**src/rtl/load_hazard_ctrl_if.sv**
```systemverilog
`default_nettype none
// ============================================================================
// Module  : load_hazard_ctrl_if
// Brief   : ID/EX hazard-controller signal bundle (optional HAZARD_STALL_CNT_EN)
// Revision: 1.0
// ============================================================================
interface load_hazard_ctrl_if #(
  parameter int REG_AW = 5,
  parameter int CNT_W  = 32
);
  logic [REG_AW-1:0] idex_rd;
  logic [REG_AW-1:0] ifid_rs1;
  logic [REG_AW-1:0] ifid_rs2;
  logic              idex_memread;
  logic              branch_taken;
  logic              mem_busy;
  logic              pc_write;
  logic              ifid_write;
  logic              ifid_flush;
  logic              idex_mux_out;
  logic              pipe_hold;
`ifdef HAZARD_STALL_CNT_EN
  logic [CNT_W-1:0]  stall_count;
`endif

  modport master (
    output idex_rd, ifid_rs1, ifid_rs2, idex_memread, branch_taken, mem_busy,
`ifdef HAZARD_STALL_CNT_EN
    input  stall_count,
`endif
    input  pc_write, ifid_write, ifid_flush, idex_mux_out, pipe_hold
  );

  modport slave (
    input  idex_rd, ifid_rs1, ifid_rs2, idex_memread, branch_taken, mem_busy,
`ifdef HAZARD_STALL_CNT_EN
    output stall_count,
`endif
    output pc_write, ifid_write, ifid_flush, idex_mux_out, pipe_hold
  );
endinterface
`default_nettype wire

```
**src/rtl/load_hazard_ctrl.sv**
```systemverilog
`default_nettype none
// ============================================================================
// Module  : load_hazard_ctrl
// Brief   : Load-use stall / branch flush / memory freeze control between ID
//           and EX. Macro HAZARD_STALL_CNT_EN adds the stall_count counter.
// Revision: 1.0
// ============================================================================
module load_hazard_ctrl #(
  parameter int REG_AW   = 5,
  parameter int LOAD_LAT = 1,
  parameter int CNT_W    = 32
) (
  input  logic              clk,
  input  logic              reset,
  load_hazard_ctrl_if.slave bus
);

  localparam int c_RW = $clog2(LOAD_LAT + 1);
  localparam logic [0:0] c_ST_RUN    = 1'b0;
  localparam logic [0:0] c_ST_LSTALL = 1'b1;
  localparam logic [c_RW-1:0] c_REM_INIT = c_RW'(LOAD_LAT - 1);
  localparam bit c_CFG_OK = (LOAD_LAT >= 1) && (LOAD_LAT <= 7) && (CNT_W >= 1);

  logic [0:0]        state_q, state_d;
  logic [c_RW-1:0]   rem_q, rem_d;
  logic [REG_AW-1:0] w_rd;
  logic              w_hit;
  logic              w_pc_write, w_ifid_write, w_ifid_flush, w_idex_mux, w_pipe_hold;

  assign w_rd  = bus.idex_rd;
  // Out-of-range LOAD_LAT settings never raise a stall.
  assign w_hit = c_CFG_OK && bus.idex_memread && (w_rd != '0) &&
                 ((w_rd == bus.ifid_rs1) || (w_rd == bus.ifid_rs2));

  always_ff @(posedge clk or posedge reset) begin
    if (reset) begin
      state_q <= c_ST_RUN;
      rem_q   <= '0;
    end else begin
      state_q <= state_d;
      rem_q   <= rem_d;
    end
  end

  always_comb begin
    state_d = state_q;
    rem_d   = rem_q;
    if (bus.mem_busy) begin
      state_d = state_q;
      rem_d   = rem_q;
    end else if (bus.branch_taken) begin
      state_d = c_ST_RUN;
      rem_d   = '0;
    end else if (state_q == c_ST_LSTALL) begin
      rem_d = rem_q - c_RW'(1);
      if (rem_q == c_RW'(1)) state_d = c_ST_RUN;
    end else if (w_hit && (LOAD_LAT > 1)) begin
      state_d = c_ST_LSTALL;
      rem_d   = c_REM_INIT;
    end
  end

  always_comb begin
    w_pc_write   = 1'b1;
    w_ifid_write = 1'b1;
    w_ifid_flush = 1'b0;
    w_idex_mux   = 1'b1;
    w_pipe_hold  = 1'b0;
    if (bus.mem_busy) begin
      w_pc_write   = 1'b0;
      w_ifid_write = 1'b0;
      w_pipe_hold  = 1'b1;
    end else if (bus.branch_taken) begin
      w_ifid_flush = 1'b1;
      w_idex_mux   = 1'b0;
    end else if ((state_q == c_ST_LSTALL) || w_hit) begin
      w_pc_write   = 1'b0;
      w_ifid_write = 1'b0;
      w_idex_mux   = 1'b0;
    end
  end

  assign bus.pc_write     = w_pc_write;
  assign bus.ifid_write   = w_ifid_write;
  assign bus.ifid_flush   = w_ifid_flush;
  assign bus.idex_mux_out = w_idex_mux;
  assign bus.pipe_hold    = w_pipe_hold;

`ifdef HAZARD_STALL_CNT_EN
  logic [CNT_W-1:0] stall_cnt_q;

  // Counts load stalls and memory freezes alike; wraps naturally.
  always_ff @(posedge clk or posedge reset) begin
    if (reset) stall_cnt_q <= '0;
    else if (!w_pc_write) stall_cnt_q <= stall_cnt_q + CNT_W'(1);
  end

  assign bus.stall_count = stall_cnt_q;
`endif

endmodule
`default_nettype wire
```
**src/flat_wrapper.sv**
```systemverilog
// flat-port wrapper written by rule: the top's interface ports become plain ports
module load_hazard_ctrl_flat 
#(
  parameter int REG_AW   = 5,
  parameter int LOAD_LAT = 1,
  parameter int CNT_W    = 32
)
  (clk, reset, bus_idex_rd, bus_ifid_rs1, bus_ifid_rs2, bus_idex_memread, bus_branch_taken, bus_mem_busy, bus_pc_write, bus_ifid_write, bus_ifid_flush, bus_idex_mux_out, bus_pipe_hold);
  load_hazard_ctrl_if #(.REG_AW(REG_AW), .CNT_W(CNT_W)) bus_i ();
  input  logic clk;
  input  logic reset;
  input wire logic [$bits(bus_i.idex_rd)-1:0] bus_idex_rd;
  input wire logic [$bits(bus_i.ifid_rs1)-1:0] bus_ifid_rs1;
  input wire logic [$bits(bus_i.ifid_rs2)-1:0] bus_ifid_rs2;
  input wire logic [$bits(bus_i.idex_memread)-1:0] bus_idex_memread;
  input wire logic [$bits(bus_i.branch_taken)-1:0] bus_branch_taken;
  input wire logic [$bits(bus_i.mem_busy)-1:0] bus_mem_busy;
  output wire logic [$bits(bus_i.pc_write)-1:0] bus_pc_write;
  output wire logic [$bits(bus_i.ifid_write)-1:0] bus_ifid_write;
  output wire logic [$bits(bus_i.ifid_flush)-1:0] bus_ifid_flush;
  output wire logic [$bits(bus_i.idex_mux_out)-1:0] bus_idex_mux_out;
  output wire logic [$bits(bus_i.pipe_hold)-1:0] bus_pipe_hold;
  assign bus_i.idex_rd = bus_idex_rd;
  assign bus_i.ifid_rs1 = bus_ifid_rs1;
  assign bus_i.ifid_rs2 = bus_ifid_rs2;
  assign bus_i.idex_memread = bus_idex_memread;
  assign bus_i.branch_taken = bus_branch_taken;
  assign bus_i.mem_busy = bus_mem_busy;
  assign bus_pc_write = bus_i.pc_write;
  assign bus_ifid_write = bus_i.ifid_write;
  assign bus_ifid_flush = bus_i.ifid_flush;
  assign bus_idex_mux_out = bus_i.idex_mux_out;
  assign bus_pipe_hold = bus_i.pipe_hold;
  load_hazard_ctrl #(.REG_AW(REG_AW), .LOAD_LAT(LOAD_LAT), .CNT_W(CNT_W)) u_core (.clk(clk), .reset(reset), .bus(bus_i));
endmodule
```
**config.mk**
```make
export PLATFORM = sky130hd
export DESIGN_NAME = load_hazard_ctrl_flat
export DESIGN_NICKNAME = d
export VERILOG_FILES = /design/src/rtl/load_hazard_ctrl_if.sv /design/src/rtl/load_hazard_ctrl.sv /design/src/flat_wrapper.sv
export SDC_FILE = /design/constraint.sdc
export NUM_CORES = 1
export LEC_CHECK = 0
export ABC_AREA = 1
export CAP_MARGIN = 25
export CORE_AREA = 2 2 39 41
export DETAILED_ROUTE_END_ITERATION = 8
export DIE_AREA = 0 0 41 43
export SYNTH_ARGS = -nofsm -noshare
export SYNTH_HDL_FRONTEND = slang
export SYNTH_SLANG_ARGS = --single-unit
```
**constraint.sdc**
```tcl
create_clock -name clk -period 3.5 [get_ports clk]
set_input_delay 1.05 -clock clk [delete_from_list [all_inputs] [get_ports clk]]
set_output_delay 1.05 -clock clk [all_outputs]
set_load 0.1 [all_outputs]
```
After elaboration in Yosys (flattened, before gate mapping):

Cells that the tools add are included.

* flip-flop bits (word level): 2
* bits of input ports: 20
* logic and storage cells: 26

* bitwise operators: 1
* add/subtract/negate cells: 1
* equal/unequal tests: 2
* muxes and demuxes: 13
* reduce and logical (&&, ||, !) cells: 7

Operators with widths (number)
* 1-bit two-way mux: 13
* 5-bit equality test: 2
* 5-bit nonzero test: 1
* 1-bit logical AND: 2
* 1-bit logical OR: 2
* 2-bit AND reduction: 1
* 2-bit nonzero test: 1
* 1-bit NOT: 1
* 1-bit subtractor, second input constant: 1

Depth between registers and ports, before layout:

* depth after elaboration: 7
* depth in mapped cells: 10

Worst setup path after synthesis:

No wires, ideal clock.

* kind: in2out
* from: input bus_branch_taken
* to: output bus_pc_write
* stages on the path: 5
* buffers on the path: 1
* setup slack: -1183 ps
* arrival: 3633 ps
* required time: 2450 ps
* cell sequence: inv_1 > nor2_1 > inv_1 > nand2_1 > buf_4

* longest elaborated chain between the ends: 2

RTL lines
* from (decl): RTL line flat_wrapper.sv:16 `input wire logic [$bits(bus_i.branch_taken)-1:0] bus_branch_taken;`
* 1-bit two-way mux (2 in series)
* to (decl): RTL line flat_wrapper.sv:18 `output wire logic [$bits(bus_i.pc_write)-1:0] bus_pc_write;`

No other way between the ends.

Final worst setup path:

* from: input bus_ifid_rs1[0]
* to: output bus_idex_mux_out

* longest elaborated chain between the ends: 7

RTL lines
* from (decl): RTL line flat_wrapper.sv:13 `input wire logic [$bits(bus_i.ifid_rs1)-1:0] bus_ifid_rs1;`
* 5-bit equality test: RTL line load_hazard_ctrl.sv:33 `((w_rd == bus.ifid_rs1) || (w_rd == bus.ifid_rs2));`
* 1-bit logical OR: RTL line load_hazard_ctrl.sv:33
* 1-bit logical AND: RTL line load_hazard_ctrl.sv:32 `assign w_hit = c_CFG_OK && bus.idex_memread && (w_rd != '0) &&`
* 1-bit logical OR: RTL line load_hazard_ctrl.sv:76 `end else if ((state_q == c_ST_LSTALL) || w_hit) begin`
* 1-bit two-way mux: RTL line load_hazard_ctrl.sv:76
* 1-bit two-way mux: RTL line load_hazard_ctrl.sv:73 `end else if (bus.branch_taken) begin`
* 1-bit two-way mux: RTL line load_hazard_ctrl.sv:69 `if (bus.mem_busy) begin`
* to (decl): RTL line flat_wrapper.sv:21 `output wire logic [$bits(bus_i.idex_mux_out)-1:0] bus_idex_mux_out;`

No other way between the ends.

==> results <==
[state kept, by name, summed over array words and instances (netlist names)]
| signal | flops |
|---|---|
| u_core.state_q | 1 |
| u_core.rem_q | 1 |
[kinds of logic (layout without fill, tap and decap cells)]
group           count (synthesis)  after routing
xor+xnor                        2              2
simple gates                   39             39
compound gates                  4              4
flops                           2              2
buf+inv                        21             46
[worst paths after layout]
path / startpoint / endpoint / cells after the start
min in group asynchronous: reset / u_core.rem_q$_DFFE_PP0P_ / 2
setup reg to reg: u_core.state_q$_DFFE_PP0N_ / u_core.state_q$_DFFE_PP0N_ / 4
hold / removal: u_core.rem_q$_DFFE_PP0P_ / u_core.rem_q$_DFFE_PP0P_ / 2
hold reg to reg: u_core.rem_q$_DFFE_PP0P_ / u_core.rem_q$_DFFE_PP0P_ / 2
max in group asynchronous: reset / u_core.state_q$_DFFE_PP0N_ / 2
setup / recovery: bus_ifid_rs1[0] / bus_idex_mux_out / 11
[repair_timing]
action                                 in CTS  in global routing
endpoints found under the hold margin       0                  0
gates resized for setup                     0                  7
setup endpoints to repair                   0                  3
[placed cells by master (no fill, tap or decap)]
cell and instances:
buf_12 5, nor2_2 1, nand2_2 1, nor2_4 1, nand3_1 4, dlymetal6s2s_1 4
nand2_1 24, dfrtp_1 2, nand2_4 1, xnor2_1 2, nand3_2 1, inv_1 16
nor2_1 5, clkbuf_4 3, clkdlybuf4s50_1 15, inv_2 3, o21ai_0 3, a21oi_1 1
nand4_1 1
[per-stage QoR]
step           hold WS (ns)  power, mW  cell area (sq um)   util  setup WS [ns]
3_3_place_gp          0.535      0.143                642  0.464         0.0394
6_report              0.535      0.192                682  0.493          0.111
3_5_place_dp          0.535      0.144                642  0.464         0.0287
5_1_grt               0.582      0.203                682  0.493        0.00333
4_1_cts               0.542      0.193                664  0.480         0.0266
2_1_floorplan         0.505     0.0949                347      -         0.0165
[power groups by stage]
stage | clock network [mW] | logic, mW | registers [mW]
global route | 0.0518 | 0.123 | 0.0287
floorplan | 0 | 0.0670 | 0.0279
CTS | 0.0497 | 0.116 | 0.0282
global placement | 0 | 0.115 | 0.0281
detailed placement | 0 | 0.115 | 0.0284
finish | 0.0483 | 0.115 | 0.0281
[area by class of cell]
type                            instances  area (sq um)  area share
Inverter                               19          71.3       0.105
Tap cell                               16          20.0      0.0294
Timing Repair Buffer                   24           300       0.440
Multi-Input combinational cell         45           218       0.319
Sequential cell                         2          50.0      0.0734
Clock buffer                            3          22.5      0.0330
[tightest hold or removal path: cells and delay by family, from the launching register on]
family                 cells  cell delay (ns)
AO/OA/AOI/OAI              1             0.14
buffers and inverters      1             0.04
flip-flops                 1             0.31
[metal layers]
layer	part of all wire	track usage
met1	0.49	0.125
met2	0.44	0.134
met5	0	0
met3	0.067	0
met4	0	0.0600
==> results.toml <==
[placement]
dpl.cell_count = 106
finalWeightedCongestion = 0.745
hpwl_um = 695
io_buffers = 24

[synthesis]
synth_nets = 88
ys_ff_latch = 2
synthAdderAreaFrac = 0
yosys.area_share.xor_xnor = 0.0528
synth_ff_type = "dfrtp_1"
synth-seq-area-share = 0.151
ys_warn_count = 0
yosys.area.top_type = "nand2_1"
synth_edf_count = 0
synthTopCellsByArea = "nand2_1, inv_1, dfrtp_1"
synth_top_family_by_area = "simple AND/OR/NAND/NOR gates"
syn_area_sq_um = 332
synthTopCellsByCount = "nand2_1, inv_1, nor2_1"
synth_compound_area_frac = 0.0604
synth.top_cell.area_share = 0.283
synthMuxAreaShare = 0
synth_simple_gate_area_share = 0.475
syn_area_per_cell_sq_um = 4.88
synth.distinct_cells = 12
async_reset_ff_frac = 1.00
synthCells = 68
synth_most_common_cell = "nand2_1"

[power]
swShare = 0.407
pwr-share-seq = 0.146
p_per_area_mw_per_mm2 = 281
power.share.clock = 0.252
p_sw_mw = 0.0781
p_leak_nw = 0.407
p_int_mw = 0.114
ir_drop_uv = 177
power_frac_comb = 0.602

[worst_setup_path]
cp_max_fo = 2
slowest_stage = "clkdlybuf4s50_1"
arrival_ns = 2.34
crit_path_end_kind = "output port"
required_ns = 2.45
crit_family = "buffers and inverters"
r2r_setup_slack_ns = 2.66
start_kind = "primary input"
worstSetupPathType = "in2out"
max_stage_delay_ns = 0.49
crit_chain = "clkdlybuf4s50_1 > inv_1 > nand2_1 > nand2_1 > nor2_2 > nand3_1 > nand2_1 > nand2_1 > nand3_1 > nand2_1 > buf_12"
crit_top_cell = "nand2_1"
cp_num_buf_inv = 3

[clock_tree]
clkSinkCount = 2
cts_tree = "done"
clock_latency_ns = 0.22
numCtsBuffers = 3
cts_buffer_depth = 2
root_buffer = "clkbuf_4"
cts_htree_levels = 1
cts_hold_buf = 0
post_cts_buffers = 0
path_clk_slew_ns = 0.03

[die]
core_sq_mm = 0.00138
die_h_um = 43
initial_core_util = 0.240
dieArea_sq_mm = 0.00176
rows = 14
die_w_um = 41
io_pins = 25

[hold_path]
hold_path.class = "reg2reg"

[routing]
drt.antenna.violating_nets = 0
vias_per_cell = 3.89
vias = 424
drc = 0
first_iter_violations = 6
avgRoutedWirePerCell_um = 7.17
wirelength_um = 781
firstDrtPassIters = 4

[timing]
clock_skew_ns = 0.000516
rsz0062_at_grt = "false"
slew_viol_final = 0
tns_ns = 0
maxSlewHeadroom = 0.821
setup_viol = 0
finalHoldViolCount = 0
max_freq_mhz = 295
fin_crit_sh = 0.968
worstMarginPinSlew_ns = 0.268
fin_crit_ns = 3.39

[global_routing]
grt_pass1_vias = 336
grtUsageTotal = 0.0912
overflow = 0
grt_max_degree = 5
antenna_found_initial = 0
grt_first_pass_wirelength_mm = 1.13

[finish]
area_growth_pct = 106
final_nets = 115
drive_above_1_share = 0.172
final_cell_count_no_fill = 109
n_antenna_cell = 0
fill_cells = 156

[run]
max_cap_viol_count = 0

[outcome]
outcome = "completed"
Power figures use the tool's default switching activity.
